File: src/rtl/lsu_pkg.sv
// Shared types and constants for the load/store unit: FSM state encoding,
// func3 access codes and the default bus timeout.
package lsu_pkg;

    typedef enum logic [1:0] {
        IDLE = 2'd0,
        REQ  = 2'd1,
        DONE = 2'd2
    } lsu_state_e;

    localparam logic [2:0] F3_LB  = 3'b000;
    localparam logic [2:0] F3_LH  = 3'b001;
    localparam logic [2:0] F3_LW  = 3'b010;
    localparam logic [2:0] F3_LBU = 3'b100;
    localparam logic [2:0] F3_LHU = 3'b101;
    localparam logic [2:0] F3_SB  = 3'b000;
    localparam logic [2:0] F3_SH  = 3'b001;
    localparam logic [2:0] F3_SW  = 3'b010;

    localparam int unsigned TIMEOUT_CYC_DEF = 16;

endpackage

File: src/rtl/lsu_if.sv
// Handshaked data-memory bus between lsu_ctrl (master) and memory (slave).
interface lsu_if;
    logic        bus_req;
    logic        bus_we;
    logic [31:0] bus_addr;
    logic [3:0]  bus_be;
    logic [31:0] bus_wdata;
    logic        bus_ack;
    logic [31:0] bus_rdata;

    modport master (
        output bus_req, bus_we, bus_addr, bus_be, bus_wdata,
        input  bus_ack, bus_rdata
    );

    modport slave (
        input  bus_req, bus_we, bus_addr, bus_be, bus_wdata,
        output bus_ack, bus_rdata
    );
endinterface

File: src/rtl/lsu_align.sv
// Combinational lane steering: byte enables, store replication, legality
// check and load extraction with sign/zero extension.
module lsu_align
    import lsu_pkg::*;
(
    input  logic [1:0]  off,
    input  logic [2:0]  func3,
    input  logic        is_store,
    input  logic [31:0] wdata,
    input  logic [31:0] rdata_word,
    output logic [3:0]  be,
    output logic [31:0] wdata_rep,
    output logic        illegal,
    output logic [31:0] ld_data
);

    logic [7:0]  byte_sel;
    logic [15:0] half_sel;

    assign byte_sel = rdata_word[{off, 3'b000} +: 8];
    assign half_sel = off[1] ? rdata_word[31:16] : rdata_word[15:0];

    always_comb begin
        be        = '0;
        wdata_rep = wdata;
        illegal   = 1'b0;
        case (func3[1:0])
            2'b00: begin
                be        = 4'b0001 << off;
                wdata_rep = {4{wdata[7:0]}};
            end
            2'b01: begin
                be        = off[1] ? 4'b1100 : 4'b0011;
                wdata_rep = {2{wdata[15:0]}};
                illegal   = off[0];
            end
            2'b10: begin
                be      = 4'b1111;
                illegal = (off != 2'b00);
            end
            default: illegal = 1'b1;
        endcase
        // Stores have no unsigned variants; loads reject 11x.
        if (is_store ? func3[2] : (func3[2] & func3[1]))
            illegal = 1'b1;
    end

    always_comb begin
        ld_data = '0;
        case (func3)
            F3_LB:   ld_data = {{24{byte_sel[7]}}, byte_sel};
            F3_LH:   ld_data = {{16{half_sel[15]}}, half_sel};
            F3_LW:   ld_data = rdata_word;
            F3_LBU:  ld_data = {24'b0, byte_sel};
            F3_LHU:  ld_data = {16'b0, half_sel};
            default: ld_data = '0;
        endcase
    end

endmodule

File: src/rtl/lsu_ctrl.sv
// Load/store unit FSM: registers the bus request, stalls the core until ack.
// Define LSU_TIMEOUT_EN to abort requests that see no ack for TIMEOUT_CYC cycles.
module lsu_ctrl
    import lsu_pkg::*;
#(
    parameter int unsigned TIMEOUT_CYC = TIMEOUT_CYC_DEF
) (
    input  logic        clk,
    input  logic        rst_n,
    input  logic        mem_rd,
    input  logic        mem_wr,
    input  logic [2:0]  func3,
    input  logic [31:0] addr,
    input  logic [31:0] wdata,
    output logic [31:0] rdata,
    output logic        stall,
    output logic        misalign,
    output logic        bus_err,
    lsu_if.master       bus
);

    lsu_state_e  state_q, state_d;
    logic [31:0] addr_q, addr_d;
    logic [3:0]  be_q, be_d;
    logic [31:0] wdata_q, wdata_d;
    logic        we_q, we_d;
    logic [1:0]  off_q, off_d;
    logic [2:0]  f3_q, f3_d;
    logic [31:0] rdata_q, rdata_d;

    logic        access, in_idle, illegal;
    logic [1:0]  off_sel;
    logic [2:0]  f3_sel;
    logic [3:0]  al_be;
    logic [31:0] al_wdata, al_ld;

    assign access  = mem_rd | mem_wr;
    assign in_idle = (state_q == IDLE);
    // Lane offset and size are live in IDLE, then frozen for the load return.
    assign off_sel = in_idle ? addr[1:0] : off_q;
    assign f3_sel  = in_idle ? func3 : f3_q;

    lsu_align u_align (
        .off        (off_sel),
        .func3      (f3_sel),
        .is_store   (mem_wr),
        .wdata      (wdata),
        .rdata_word (bus.bus_rdata),
        .be         (al_be),
        .wdata_rep  (al_wdata),
        .illegal    (illegal),
        .ld_data    (al_ld)
    );

`ifdef LSU_TIMEOUT_EN
    localparam int CNT_W = (TIMEOUT_CYC < 2) ? 1 : $clog2(TIMEOUT_CYC);
    localparam logic [CNT_W-1:0] CNT_LAST = CNT_W'(TIMEOUT_CYC - 1);
    logic [CNT_W-1:0] cnt_q, cnt_d;
    logic             err_q, err_d;
`else
    logic unused_timeout_cfg;
    assign unused_timeout_cfg = (TIMEOUT_CYC == 0);
`endif

    always_comb begin
        state_d = state_q;
        addr_d  = addr_q;
        be_d    = be_q;
        wdata_d = wdata_q;
        we_d    = we_q;
        off_d   = off_q;
        f3_d    = f3_q;
        rdata_d = '0;
`ifdef LSU_TIMEOUT_EN
        cnt_d   = cnt_q;
        err_d   = 1'b0;
`endif
        case (state_q)
            IDLE: begin
                if (access && !illegal) begin
                    state_d = REQ;
                    addr_d  = {addr[31:2], 2'b00};
                    be_d    = al_be;
                    wdata_d = mem_wr ? al_wdata : '0;
                    we_d    = mem_wr;
                    off_d   = addr[1:0];
                    f3_d    = func3;
`ifdef LSU_TIMEOUT_EN
                    cnt_d   = '0;
`endif
                end
            end
            REQ: begin
                if (bus.bus_ack) begin
                    state_d = DONE;
                    rdata_d = we_q ? '0 : al_ld;
                end else begin
`ifdef LSU_TIMEOUT_EN
                    if (cnt_q == CNT_LAST) begin
                        state_d = DONE;
                        err_d   = 1'b1;
                    end else begin
                        cnt_d = cnt_q + 1'b1;
                    end
`endif
                end
            end
            DONE:    state_d = IDLE;
            default: state_d = IDLE;
        endcase
    end

    always_ff @(posedge clk or negedge rst_n) begin
        if (!rst_n) begin
            state_q <= IDLE;
            addr_q  <= '0;
            be_q    <= '0;
            wdata_q <= '0;
            we_q    <= 1'b0;
            off_q   <= '0;
            f3_q    <= '0;
            rdata_q <= '0;
        end else begin
            state_q <= state_d;
            addr_q  <= addr_d;
            be_q    <= be_d;
            wdata_q <= wdata_d;
            we_q    <= we_d;
            off_q   <= off_d;
            f3_q    <= f3_d;
            rdata_q <= rdata_d;
        end
    end

`ifdef LSU_TIMEOUT_EN
    always_ff @(posedge clk or negedge rst_n) begin
        if (!rst_n) begin
            cnt_q <= '0;
            err_q <= 1'b0;
        end else begin
            cnt_q <= cnt_d;
            err_q <= err_d;
        end
    end
    assign bus_err = err_q;
`else
    assign bus_err = 1'b0;
`endif

    assign bus.bus_req   = (state_q == REQ);
    assign bus.bus_we    = we_q;
    assign bus.bus_addr  = addr_q;
    assign bus.bus_be    = be_q;
    assign bus.bus_wdata = wdata_q;
    assign rdata         = rdata_q;
    assign stall         = (in_idle && access && !illegal) || (state_q == REQ);
    assign misalign      = in_idle && access && illegal;

endmodule

File: src/flat_wrapper.sv
// flat-port wrapper written by rule: the top's interface ports become plain ports
module lsu_ctrl_flat import lsu_pkg::*;
#(
    parameter int unsigned TIMEOUT_CYC = TIMEOUT_CYC_DEF
)
  (clk, rst_n, mem_rd, mem_wr, func3, addr, wdata, rdata, stall, misalign, bus_err, bus_bus_req, bus_bus_we, bus_bus_addr, bus_bus_be, bus_bus_wdata, bus_bus_ack, bus_bus_rdata);
  lsu_if bus_i ();
  input  logic clk;
  input  logic rst_n;
  input  logic mem_rd;
  input  logic mem_wr;
  input  logic [2:0] func3;
  input  logic [31:0] addr;
  input  logic [31:0] wdata;
  output logic [31:0] rdata;
  output logic stall;
  output logic misalign;
  output logic bus_err;
  output wire logic [$bits(bus_i.bus_req)-1:0] bus_bus_req;
  output wire logic [$bits(bus_i.bus_we)-1:0] bus_bus_we;
  output wire logic [$bits(bus_i.bus_addr)-1:0] bus_bus_addr;
  output wire logic [$bits(bus_i.bus_be)-1:0] bus_bus_be;
  output wire logic [$bits(bus_i.bus_wdata)-1:0] bus_bus_wdata;
  input wire logic [$bits(bus_i.bus_ack)-1:0] bus_bus_ack;
  input wire logic [$bits(bus_i.bus_rdata)-1:0] bus_bus_rdata;
  assign bus_bus_req = bus_i.bus_req;
  assign bus_bus_we = bus_i.bus_we;
  assign bus_bus_addr = bus_i.bus_addr;
  assign bus_bus_be = bus_i.bus_be;
  assign bus_bus_wdata = bus_i.bus_wdata;
  assign bus_i.bus_ack = bus_bus_ack;
  assign bus_i.bus_rdata = bus_bus_rdata;
  lsu_ctrl #(.TIMEOUT_CYC(TIMEOUT_CYC)) u_core (.clk(clk), .rst_n(rst_n), .mem_rd(mem_rd), .mem_wr(mem_wr), .func3(func3), .addr(addr), .wdata(wdata), .rdata(rdata), .stall(stall), .misalign(misalign), .bus_err(bus_err), .bus(bus_i));
endmodule
File: config.mk
export PLATFORM = sky130hd
export DESIGN_NAME = lsu_ctrl_flat
export DESIGN_NICKNAME = d
export VERILOG_FILES = /design/src/rtl/lsu_pkg.sv /design/src/rtl/lsu_if.sv /design/src/rtl/lsu_align.sv /design/src/rtl/lsu_ctrl.sv /design/src/flat_wrapper.sv
export SDC_FILE = /design/constraint.sdc
export NUM_CORES = 1
export LEC_CHECK = 0
export CAP_MARGIN = 40
export CORE_MARGIN = 5
export CORE_UTILIZATION = 35
export CTS_CLUSTER_SIZE = 25
export DETAILED_ROUTE_END_ITERATION = 7
export GPL_TIMING_DRIVEN = 1
export PLACE_DENSITY = 0.67
export SETUP_SLACK_MARGIN = 0.02
export SYNTH_ARGS = -nofsm -noshare
export SYNTH_HDL_FRONTEND = slang
export SYNTH_SLANG_ARGS = --single-unit
File: constraint.sdc
create_clock -name clk -period 3.1 [get_ports clk]
set_clock_uncertainty 0.05 [all_clocks]
set_input_delay 0.31 -clock clk [delete_from_list [all_inputs] [get_ports clk]]
set_output_delay 0.31 -clock clk [all_outputs]
set_load 0.01 [all_outputs]
* Yosys cells after proc, flatten, opt, wreduce, memory -nomap -nowiden *
Index checks and enable logic that the tools add are counted.

cells by class
  multiplexer cells = 17
  reduce and logical (&&, ||, !) cells = 12
  bitwise gates (word level) = 2
  equality and inequality tests = 9
  shift-type cells = 2

operator list
  cell                   count
  $pmux W32 S5           1
  $mux W32               4
  $pmux W32 S2           1
  $shiftx A32 B6 Y8      1
  $mux W16               1
  $pmux W4 S3            1
  $eq A3 B3 Y1 const B   2
  $mux W2                3
  $eq A2 B1 Y1 const B   2
  $logic_and A1 B1 Y1    4
  $logic_not A2 Y1       2
  $mux W4                1
  $pmux W2 S2            1
  $reduce_and A2 Y1      2
  $shl A1 B2 Y4 const A  1
  $eq A3 B1 Y1 const B   1
  $eq A3 B2 Y1 const B   1
  $logic_not A3 Y1       1
  $mux W3                1
  $pmux W1 S3            1
  $eq A2 B2 Y1 const B   1
  $mux W1                2
  $ne A2 B1 Y1 const B   1
  $ne A2 B2 Y1 const B   1
  other kinds (5)        5

storage, ports and cells
  flip-flop bits (word level) = 106
  output and inout bits = 105
  word-level logic and storage cells = 50

* Depth between registers and ports, before layout *
Gate-level depths: netlist (run 1).

  word-level depth = 9
  depth in mapped cells = 10
  mapped depth without buffers = 6

* Modules after synthesis *
From an unflattened synthesis (run 1), not the netlist that was laid out.

unflattened totals
  cell total of the unflattened synthesis = 502
  area total of the unflattened synthesis = 5694.2 um^2

modules (own cells, without submodules)
  module     area an instance (um^2)  sequential area each (um^2)  cells each  times used
  lsu_ctrl   4322.9                   2652.5                       309         1
  lsu_align  1371.3                   0.0                          193         1

* Worst setup path before layout (run 1) *
Ideal clock, no wire load.

  path kind = register to output
  start point = register u_core.state_q[1]
  end point = output port stall
  data required time = 2740 ps
  cell stages (with the launch flop) = 8
  arrival time = 1895 ps
  slack = 845 ps
  path through = dfrtp_1 -> nor2_2 -> mux2_4 -> o32ai_4 -> nand2b_1 -> buf_4 -> buf_2 -> nand2_1

on the way
  word-level cells in the longest chain between the ends = 8
  elaborated cells on any way between the ends = 16
  classes of those cells = 3 x eq/ne; 5 x mux; 1 x bitwise; 7 x reduce/logical

RTL lines
  what                                           RTL line                          text
  start: declaration                             lsu_ctrl.sv:22                    lsu_state_e state_q, state_d;
  start signal: assignment                       lsu_ctrl.sv:124                   state_q <= state_d;
  $logic_not A2 Y1                               lsu_ctrl.sv:38                    assign in_idle = (state_q == IDLE);
  $mux W3 / $mux W2 (equally long branches)      lsu_ctrl.sv:41, lsu_ctrl.sv:40
  $eq A2 B2 Y1 (tied with other cells)           lsu_align.sv:27                   case (func3[1:0])
  $pmux W1 S3 / $mux W1 (equally long branches)  lsu_align.sv:27, lsu_align.sv:44
  $mux W1                                        lsu_align.sv:44                   if (is_store ? func3[2] : (func3[2] & func3[1]))
  $logic_not A1 Y1                               lsu_ctrl.sv:156                   assign stall = (in_idle && access && !illegal) || (state_q == REQ);
  $logic_and A1 B1 Y1                            lsu_ctrl.sv:156
  $logic_or A1 B1 Y1 (*)                         lsu_ctrl.sv:156
  end: declaration                               flat_wrapper.sv:16                output logic stall;

Mark *: on every way between the ends. The rest lies on a longest branch, timed or not.

* Final worst setup path (run 1) *
  start point = register u_core.state_q[1]
  end point = output port misalign

on the way
  word-level cells in the longest chain between the ends = 6
  elaborated cells on any way between the ends = 13
  classes of those cells = 2 x eq/ne; 5 x mux; 1 x bitwise; 5 x reduce/logical

RTL lines
  what                                           RTL line                          text
  $logic_not A2 Y1 (*)                           lsu_ctrl.sv:38
  $mux W3 / $mux W2 (equally long branches)      lsu_ctrl.sv:41, lsu_ctrl.sv:40
  $eq A2 B2 Y1 (tied with other cells)           lsu_align.sv:27
  $pmux W1 S3 / $mux W1 (equally long branches)  lsu_align.sv:27, lsu_align.sv:44
  $mux W1                                        lsu_align.sv:44
  $logic_and A1 B1 Y1 (*)                        lsu_ctrl.sv:157                   assign misalign = in_idle && access && illegal;
  end: declaration                               flat_wrapper.sv:17                output logic misalign;

Marks and branches as above.

==> results of run 1 <==
cells by family after synthesis:
kind of cell	count (synthesis)	share of synthesized area (%)
flip-flops	106	51.1
buffers and inverters	37	4.08
multiplexers	85	21.7
other	1	0.0723
AND/OR/NAND/NOR	94	9.10
AO/OA/AOI/OAI	115	13.9
layer usage:
layer	share of wire, %	up-vias	global-route usage [%]
li1	-	1985	-
met1	42	2073	23.3
met2	47	212	28.8
met3	8.2	25	4.24
met4	2.4	0	6.51
met5	0	-	0
per-stage QoR:
step / util [%] / setup WS (ns) / total power, W / instance area (sq um)
final: 53.2 / 0.275 / 0.00700 / 7740
after CTS: 53.2 / 0.0992 / 0.00707 / 7730
after global placement: 51.0 / 0.327 / 0.00585 / 7410
after detailed placement: 51.1 / 0.282 / 0.00591 / 7430
after floorplan: - / 0.845 / 0.00438 / 5190
after global routing: 53.2 / 0.144 / 0.00741 / 7740
registers in the layout (all words and copies together), names as in the netlist:
signal and count:
u_core.bus.bus_addr 30, u_core.bus.bus_be 4, u_core.bus.bus_wdata 32, u_core.bus.bus_we 1
u_core.f3_q 3, u_core.off_q 2, u_core.rdata 32, u_core.state_q 2
layout make-up:
class | count | share of cell area [%]
Clock buffer | 11 | 3.14
Clock inverter | 5 | 0.582
Inverter | 4 | 0.194
Multi-Input combinational cell | 297 | 30.3
Sequential cell | 106 | 34.3
Tap cell | 184 | 2.97
Timing Repair Buffer | 222 | 28.6
power by group:
part | leakage, nW | switching (W) | total [W] | internal (W)
combinational | 1.98 | 0.00161 | 0.00372 | 0.00211
sequential | 1.36 | 0.000309 | 0.00217 | 0.00186
clock | 0.139 | 0.000532 | 0.00111 | 0.000581
total | 3.47 | 0.00245 | 0.00700 | 0.00455
worst paths after layout:
| path | end | slack, ns | depth (start not counted) |
|---|---|---|---|
| max | misalign | 0.28 | 5 |
| min | u_core.rdata[16] | 0.43 | 2 |
| max reg2reg | u_core.rdata[18] | 0.57 | 5 |
| min reg2reg | u_core.bus.bus_wdata[6] | 0.43 | 1 |
| max in group asynchronous | u_core.rdata[10] | 1.66 | 4 |
| min in group clk | u_core.bus.bus_wdata[6] | 0.43 | 1 |
cells in the mapped netlist, drive strengths merged, types with 3 or more instances:
cell type  number
clkbuf          9
buf            24
mux2i          18
nor2           26
dfrtp         106
mux2           67
o22ai           8
nand2          38
and4            8
a22oi           7
a21o           12
nor4            3
a2bb2oi         7
inv             3
a31oi          19
nand2b          5
a21oi          31
o21ai          26
repair_timing:
item                       in CTS  in global routing
setup endpoints to repair       0                  1
hold endpoints to repair       38                  0
setup buffers                   0                  1
hold buffers                    1                  0
==> impl_metrics.json, run 1 <==
{
  "die_w_microns": 132,
  "grt_util_all_layers_pct": 17.8,
  "synth_area_leader_cell": "dfrtp_1",
  "ant_nets": 0,
  "drc": 0,
  "clk_latency_ns": 0.35,
  "viasPerCell": 5.18,
  "grt_pass1_wl_microns": 25200,
  "path_class": "register to primary output",
  "multi_input_area_sq_mm": 0.00234,
  "mostFrequentLayoutCells": "clkdlybuf4s50_1 (204), dfrtp_1 (106), mux2_4 (51), nand2_1 (38), a21oi_1 (30)",
  "numCtsBuffers": 9,
  "rsz0062_at_grt": "no",
  "critPathArrivalTime_ns": 2.46,
  "yosysUniqueCellTypes": 41,
  "min_period_ns": 2.82,
  "slew_viol_final": 0,
  "yosysWarnings": 0,
  "outcome": "complete, no violations",
  "coreArea_sq_mm": 0.0145,
  "io_pins": 209,
  "setup.worst_path.start": "u_core.state_q[1]",
  "cp_slowest_stage_delay_ns": 0.55,
  "fin_cells": 829,
  "cts.path.max_buffers": 2,
  "ff_latch_area_sq_mm": 0.00265,
  "firstDrtPassIters": 4,
  "fmax_mhz": 354,
  "die_area_sq_mm": 0.0174,
  "die_h_microns": 132,
  "max_slew_margin_pct": 40.0,
  "grt_max_degree": 53,
  "antennaDiodeCount": 0,
  "endpoint_kind": "primary output",
  "antenna_found_initial": 0,
  "cp_num_buf_inv": 1,
  "hpwl_microns": 12000,
  "area.growth.synth_to_final_pct": 49.2,
  "fin_tns_setup_ns": 0,
  "worst_pin_slew_ns": 0.894,
  "final_common_cell": "clkdlybuf4s50_1",
  "htree_num_levels": 3,
  "gp_congestion": 0.880,
  "period_share_pct": 91.1,
  "synth_flop_cell": "dfrtp_1",
  "cap_viol_max_count": 0,
  "async_reset_ff_share_pct": 100,
  "path_cells": "or2_1 > a21oi_1 > o32ai_4 > nor2_1 > clkdlybuf4s50_1",
  "grt_overflow": 0,
  "synth.area.top_cells": "dfrtp_1 (51%), mux2_4 (15%), mux2i_1 (3.5%), mux2_2 (3.5%), a21oi_1 (2.9%)",
  "cts_tree": "yes",
  "wl_per_cell_microns": 19.0,
  "placementRows": 44,
  "drive_gt1_share_pct": 17.1,
  "ys_ff_latch": 106,
  "ys_seq_area_share_pct": 51.1,
  "first_global_vias": 4663,
  "clock_sinks": 106,
  "synth_cells": 438,
  "start_util_pct": 35.7,
  "cts_root_buf": "clkbuf_16",
  "peakVddDrop_mv": 0.402,
  "avgSynthCellArea_sq_um": 11.8,
  "clk_pin_slew_ns": 0.08,
  "final-setup-viol-count": 0,
  "synth_top_area_share_pct": 51.1,
  "fillers": 1331,
  "cp-start-kind": "register",
  "vias": 4295,
  "r2r_start": "u_core.state_q[1]",
  "whs_ns": 0.430,
  "critPathSlowestCell": "clkdlybuf4s50_1",
  "first_iter_violations": 230,
  "port_buffers": 205,
  "cp_max_fo": 9,
  "synth_enable_flop_cells": 0,
  "worstPathRequired_ns": 2.74,
  "p_leak_nw": 3.47,
  "drt_wl_total_microns": 15800,
  "hold_viol_final": 0,
  "crit_family": "compound AO/OA/AOI/OAI gates",
  "nets": 744,
  "cts_resized": 0,
  "dp.cells": 811,
  "hp-class": "input port to asynchronous set/reset pin",
  "p_per_area_mw_per_mm2": 905,
  "synth.cell_area_sq_mm": 0.00519
}
Note: power is estimated with default switching activity, not from simulation.
==> run 2: changes to the inputs <==
PLACE_DENSITY = 0.65   (was 0.67)
RECOVER_POWER = 25   (was not set)
SYNTH_HIERARCHICAL = 1   (was not set)
==> run 2 against run 1 <==
  * The run now ends with capacitance limit left
  * Synthesized cell count up 15%
  * Final area rose by 4.9%
  * Cell count is 9.4% higher
  * Sequential share of layout area down 1.6 points
  * Core utilization shrank 2.3 points
  * Clock-buffer cell count decreased by 1
  * Die area up 9.0%
  * Fmax fell by 3.7%
  * Register-to-register slack worse by 0.25 ns
  * Sequential power about the same
  * Sequential cell count unchanged
  * Area after synthesis increased by 9.8%
  * Critical path type unchanged
  * Largest cell class unchanged
  * Highest routed layer unchanged
==> impl_metrics.json, run 2 <==
{
  "setup.worst_path.start": "u_core/state_q[0]",
  "cap_viol_max_count": 1,
  "reg2reg_depth": 8,
  "placementRows": 46,
  "drc": 0,
  "synth_simple_gate_area_share_pct": 11.0,
  "r2r_start": "u_core/state_q[0]",
  "endpoint_kind": "primary output",
  "synthTopCellsByCount": "dfrtp_1 (106), nand2_1 (55), mux2i_1 (51)",
  "grt_max_degree": 77,
  "avgSynthCellArea_sq_um": 11.3,
  "min_period_ns": 2.93,
  "antennaDiodeCount": 0,
  "grt_overflow": 0,
  "drive_gt1_share_pct": 16.8,
  "peakVddDrop_mv": 0.454,
  "clock_sinks": 106,
  "rsz0062_at_grt": "no",
  "final_common_cell": "clkdlybuf4s50_1",
  "clk_pin_slew_ns": 0.07,
  "r2r_end": "u_core/rdata[11]",
  "yosysWarnings": 6,
  "p_per_area_mw_per_mm2": 909,
  "viasPerCell": 4.76,
  "first_iter_violations": 270,
  "ys_ff_latch": 106,
  "clk_latency_ns": 0.34,
  "synth.cell_area_sq_mm": 0.00569,
  "yosys.area_share.adder_pct": 0,
  "io_pins": 209,
  "fin_tns_setup_ns": 0,
  "wl_per_cell_microns": 17.6,
  "antenna_found_initial": 0,
  "cp-start-kind": "register",
  "drt_wl_total_microns": 15900,
  "synth_flop_cell": "dfrtp_1",
  "synth_enable_flop_cells": 0,
  "hold_viol_final": 0,
  "period_share_pct": 94.7,
  "synth_area_leader_cell": "dfrtp_1",
  "nets": 790,
  "slew_viol_final": 0,
  "outcome": "complete, but fails checks",
  "synth-xor-area-share_pct": 0,
  "htree_num_levels": 3,
  "path_cells": "nor2_1 > buf_4 > mux2_2 > a221oi_2 > a21oi_2 > or4_1 > nand2_1 > dlygate4sd2_1",
  "gp_congestion": 0.856,
  "numCtsBuffers": 9,
  "port_buffers": 205,
  "grt_util_all_layers_pct": 16.8,
  "r2r_slack_ns": 0.32,
  "fmax_mhz": 341,
  "die_w_microns": 138,
  "violations": "capacitance limit",
  "cts.path.max_buffers": 2,
  "cp-endpoint": "stall",
  "fillers": 1437,
  "synth_cells": 502,
  "synth.most_common_cell": "dfrtp_1",
  "coreArea_sq_mm": 0.0159,
  "area.growth.synth_to_final_pct": 42.6,
  "grt_pass1_wl_microns": 24800,
  "ant_nets": 0,
  "synth_compound_area_share_pct": 7.21,
  "hpwl_microns": 11700,
  "mostFrequentLayoutCells": "clkdlybuf4s50_1 (203), dfrtp_1 (106), nand2_1 (55), mux2i_1 (51), mux2_4 (39)",
  "final-setup-viol-count": 0,
  "die_area_sq_mm": 0.0189,
  "worst_pin_slew_ns": 1.49,
  "max_slew_margin_pct": 0.381,
  "synth_top_family_by_area": "multiplexers",
  "whs_ns": 0.258,
  "vias": 4316,
  "yosysUniqueCellTypes": 36,
  "ctsHoldBuffers": 0,
  "worstPathRequired_ns": 2.74,
  "critPathArrivalTime_ns": 2.57,
  "path_class": "register to primary output",
  "cp_slowest_stage_delay_ns": 0.49,
  "first_global_vias": 4463,
  "start_util_pct": 35.7,
  "cts_tree": "yes",
  "async_reset_ff_share_pct": 100,
  "critPathSlowestCell": "or4_1",
  "synth.area.top_cells": "dfrtp_1 (47%), mux2_4 (10%), mux2i_1 (9.0%), mux2_2 (7.5%), and2_1 (3.6%)",
  "synthMuxAreaShare_pct": 26.8,
  "cp_max_fo": 6,
  "cts_root_buf": "clkbuf_16",
  "hp-class": "input port to asynchronous set/reset pin",
  "p_leak_nw": 3.71,
  "die_h_microns": 138,
  "ys_seq_area_share_pct": 46.6,
  "firstDrtPassIters": 5,
  "synth_top_area_share_pct": 46.6
}
-- run 2: cell types whose count changed after synthesis, moves of 15 or more --
cell / previous run / this run
nor2_1: 23 / 5
a31oi_1: 19 / 0
mux2_2: 16 / 38
a211o_1: 0 / 15
mux2i_1: 18 / 51
and3_1: 0 / 15
and2_1: 2 / 33
inv_1: 3 / 35
nand2_1: 38 / 55
-- run 2: kinds of logic (layout without fill, tap and decap cells) --
kind of cell    Yosys count  after routing
other cells               1              3
flops                   106            106
buf+inv                  84            271
compound gates           62             62
mux                     128            128
simple gates            121            121
-- run 2: layout make-up --
class	count	area, sq um	share of cell area (%)
inverters	35	131	1.62
multi-input cells	314	2590	31.9
flip-flops and latches	106	2650	32.7
well taps	216	270	3.33
repair buffers	220	2160	26.7
clock inverters	6	72.6	0.894
clock buffers	10	239	2.94
-- run 2: layer usage --
layer,GRT usage (%),routed length (microns),vias up
met5,0,0,-
met4,6.04,276,0
met3,3.91,1140,19
met2,27.2,7780,167
met1,22.0,6750,2077
li1,-,-,2053
-- run 2: worst max-delay path: cells and delay by family (launching register included) --
| family | cells | cell delay (ns) |
|---|---|---|
| and+or+nand+nor | 3 | 0.68 |
| AOI/OAI and AO/OA | 2 | 0.37 |
| buffers and inverters | 2 | 0.42 |
| DFF | 1 | 0.38 |
| muxes | 1 | 0.38 |
-- run 2: worst min path at each step --
stage / startpoint / end / slack (ns) / depth (start not counted)
2_1_floorplan: rst_n / u_core/bus.bus_addr[10] / -0.04 / 0
3_3_place_gp: rst_n / u_core/rdata[28] / 0.38 / 1
3_5_place_dp: rst_n / u_core/rdata[28] / 0.39 / 1
4_1_cts: rst_n / u_core/rdata[27] / 0.008 / 1
5_1_grt: rst_n / u_core/rdata[29] / 0.40 / 1
6_report: rst_n / u_core/rdata[28] / 0.26 / 1
-- run 2: where the power goes --
part / internal [W] / leakage (nW) / switching, W / total [W]
Sequential: 0.00187 / 1.35 / 0.000265 / 0.00214
Combinational: 0.00225 / 2.21 / 0.00180 / 0.00406
Clock: 0.000658 / 0.150 / 0.000533 / 0.00119
Total: 0.00478 / 3.71 / 0.00260 / 0.00738
-- run 2: what timing repair did --
action | CTS | global route
endpoints found under the setup margin | 1 | 0
buffers inserted | 1 | 0
resized for setup | 3 | 0
-- run 2: metrics by stage --
step	util, %	power, W	worst slack (ns)	std cells	area (sq um)
3_5_place_dp	49.0	0.00622	0.123	890	7820
4_1_cts	51.1	0.00748	0.141	907	8140
5_1_grt	50.9	0.00785	0.0798	907	8120
2_1_floorplan	-	0.00474	0.0224	504	5700
6_report	50.9	0.00738	0.165	907	8120
3_3_place_gp	49.0	0.00616	0.128	890	7820
==> run 3: changes to the inputs <==
CELL_PAD_IN_SITES_DETAIL_PLACEMENT = 0   (was not set)
CELL_PAD_IN_SITES_GLOBAL_PLACEMENT = 1   (was not set)
CORE_UTILIZATION = 34   (was 35)
PLACE_DENSITY = not set   (was 0.65)
PLACE_DENSITY_LB_ADDON = 0.1   (was not set)
==> run 3 against run 2 <==
  * The flow finishes with violations (capacitance limit, slew limit)
  * Via count decreased by 0.74%
  * Final area increased by 0.65%
  * Routed wire length grew 1.0%
  * First-iteration DRC count shrank 24%
  * Largest power group unchanged
==> impl_metrics.json, run 3 (same netlist as run 2, synthesis figures left out) <==
{
  "final_area_sq_mm": 0.00817,
  "dpl_cell_area_sq_mm": 0.00787,
  "slew_viol_final": 63,
  "worst_pin_slew_ns": 1.67,
  "outcome": "complete, but fails checks",
  "min_period_ns": 2.95,
  "critPathArrivalTime_ns": 2.59,
  "path_cells": "nor2_1 > buf_4 > mux2_2 > buf_4 > nor2_1 > a21oi_2 > or4_1 > nand2_1 > dlygate4sd2_1",
  "die_w_microns": 139,
  "drc": 0,
  "mostFrequentLayoutCells": "clkdlybuf4s50_1 (203), dfrtp_1 (106), nand2_1 (55), mux2i_1 (51), mux2_4 (39)",
  "grt_util_all_layers_pct": 16.4,
  "area.growth.synth_to_final_pct": 43.6,
  "endpoint_kind": "primary output",
  "clk_latency_ns": 0.35,
  "cp_slowest_stage_delay_ns": 0.49,
  "start_util_pct": 34.5,
  "wl_per_cell_microns": 17.6,
  "grt_pass1_wl_microns": 25600,
  "ant_nets": 0,
  "cp_max_fo": 6,
  "vias": 4284,
  "power_w": 0.00741,
  "final-setup-viol-count": 0,
  "drive_gt1_share_pct": 17.2,
  "crit_family": "simple AND/OR/NAND/NOR gates",
  "placementRows": 47,
  "cp_num_buf_inv": 3,
  "cp-start-kind": "register",
  "cap_viol_max_count": 1,
  "viasPerCell": 4.68,
  "nets": 795,
  "port_buffers": 205,
  "cts.path.max_buffers": 2,
  "use_met2_pct": 26.9,
  "grt_overflow": 0,
  "violations": "capacitance limit, slew limit",
  "antennaDiodeCount": 0,
  "p_leak_nw": 3.74,
  "dp.cells": 899,
  "htree_num_levels": 3,
  "grt_use_met1_pct": 20.8,
  "hold_viol_final": 0,
  "grt-busiest-layer": "met2",
  "critPathSlowestCell": "or4_1",
  "gp_congestion": 0.833,
  "first_global_vias": 4614,
  "coreArea_sq_mm": 0.0165,
  "die_area_sq_mm": 0.0194,
  "die_h_microns": 139,
  "path_class": "register to primary output",
  "final_common_cell": "clkdlybuf4s50_1",
  "io_pins": 209,
  "grt_util_met3_pct": 5.73,
  "p_per_area_mw_per_mm2": 906,
  "cts_root_buf": "clkbuf_16",
  "antenna_found_initial": 0,
  "clock_sinks": 106,
  "firstDrtPassIters": 4,
  "grt_max_degree": 77,
  "first_iter_violations": 205,
  "cts_tree": "yes",
  "drt_wl_total_microns": 16100,
  "max_slew_margin_pct": -11.0,
  "fin_cells": 916,
  "hpwl_microns": 11700,
  "peakVddDrop_mv": 0.480,
  "fmax_mhz": 340,
  "clk_pin_slew_ns": 0.07,
  "period_share_pct": 95.0,
  "worstPathRequired_ns": 2.74,
  "numCtsBuffers": 9,
  "rsz0062_at_grt": "no",
  "fin_tns_setup_ns": 0,
  "hp-class": "input port to asynchronous set/reset pin"
}
## run 3: cell types whose count changed in the layout (fill, tap and decap cells not counted)
cell / before / now
buf_4: 12 / 16
buf_16: 0 / 1
clkbuf_1: 1 / 2
clkbuf_8: 1 / 0
clkinv_4: 2 / 1
inv_6: 2 / 3
## run 3: layout make-up
cell class / count / area (sq um)
clock inverters: 6 / 72.6
clock buffers: 10 / 229
multi-input cells: 314 / 2590
fillers: 1501 / 8350
well taps: 220 / 275
repair buffers: 225 / 2220
flip-flops and latches: 106 / 2650
inverters: 35 / 131
## run 3: layer usage
metal	up-vias	share of wire (%)
li1	2069	-
met1	2072	44
met2	135	47
met3	8	7.5
met4	0	0.95
met5	-	0
## run 3: metrics by stage
stage | hold slack [ns] | utilization [%] | worst slack (ns)
2_1_floorplan | -0.0356 | - | 0.0224
3_3_place_gp | 0.402 | 47.4 | 0.173
3_5_place_dp | 0.420 | 47.6 | 0.155
4_1_cts | 0.0341 | 49.5 | 0.144
5_1_grt | 0.473 | 49.5 | 0.0352
6_report | 0.320 | 49.5 | 0.155
## run 3: timing repair
item                                   CTS  global route
setup buffers                            1             0
hold buffers                             0             0
resized for setup                        3             0
setup endpoints to repair                1             0
endpoints found under the hold margin    0             0
## run 3: path summary, 6_finish.rpt
check / start / to / slack, ns / depth (start not counted)
setup reg to reg: u_core/state_q[0] / u_core/rdata[26] / 0.37 / 8
hold reg to reg: u_core/bus.bus_be[3] / u_core/bus.bus_be[3] / 0.46 / 1
min in group clk: u_core/bus.bus_be[3] / u_core/bus.bus_be[3] / 0.46 / 1
setup / recovery: u_core/state_q[0] / stall / 0.15 / 9
max in group asynchronous: rst_n / u_core/bus.bus_addr[17] / 1.30 / 2
hold / removal: rst_n / u_core/bus.bus_addr[5] / 0.32 / 1
## run 3: power by group
part           switching (W)  internal (W)
clock               0.000543      0.000638
sequential          0.000251       0.00187
combinational        0.00181       0.00229
total                0.00261       0.00480
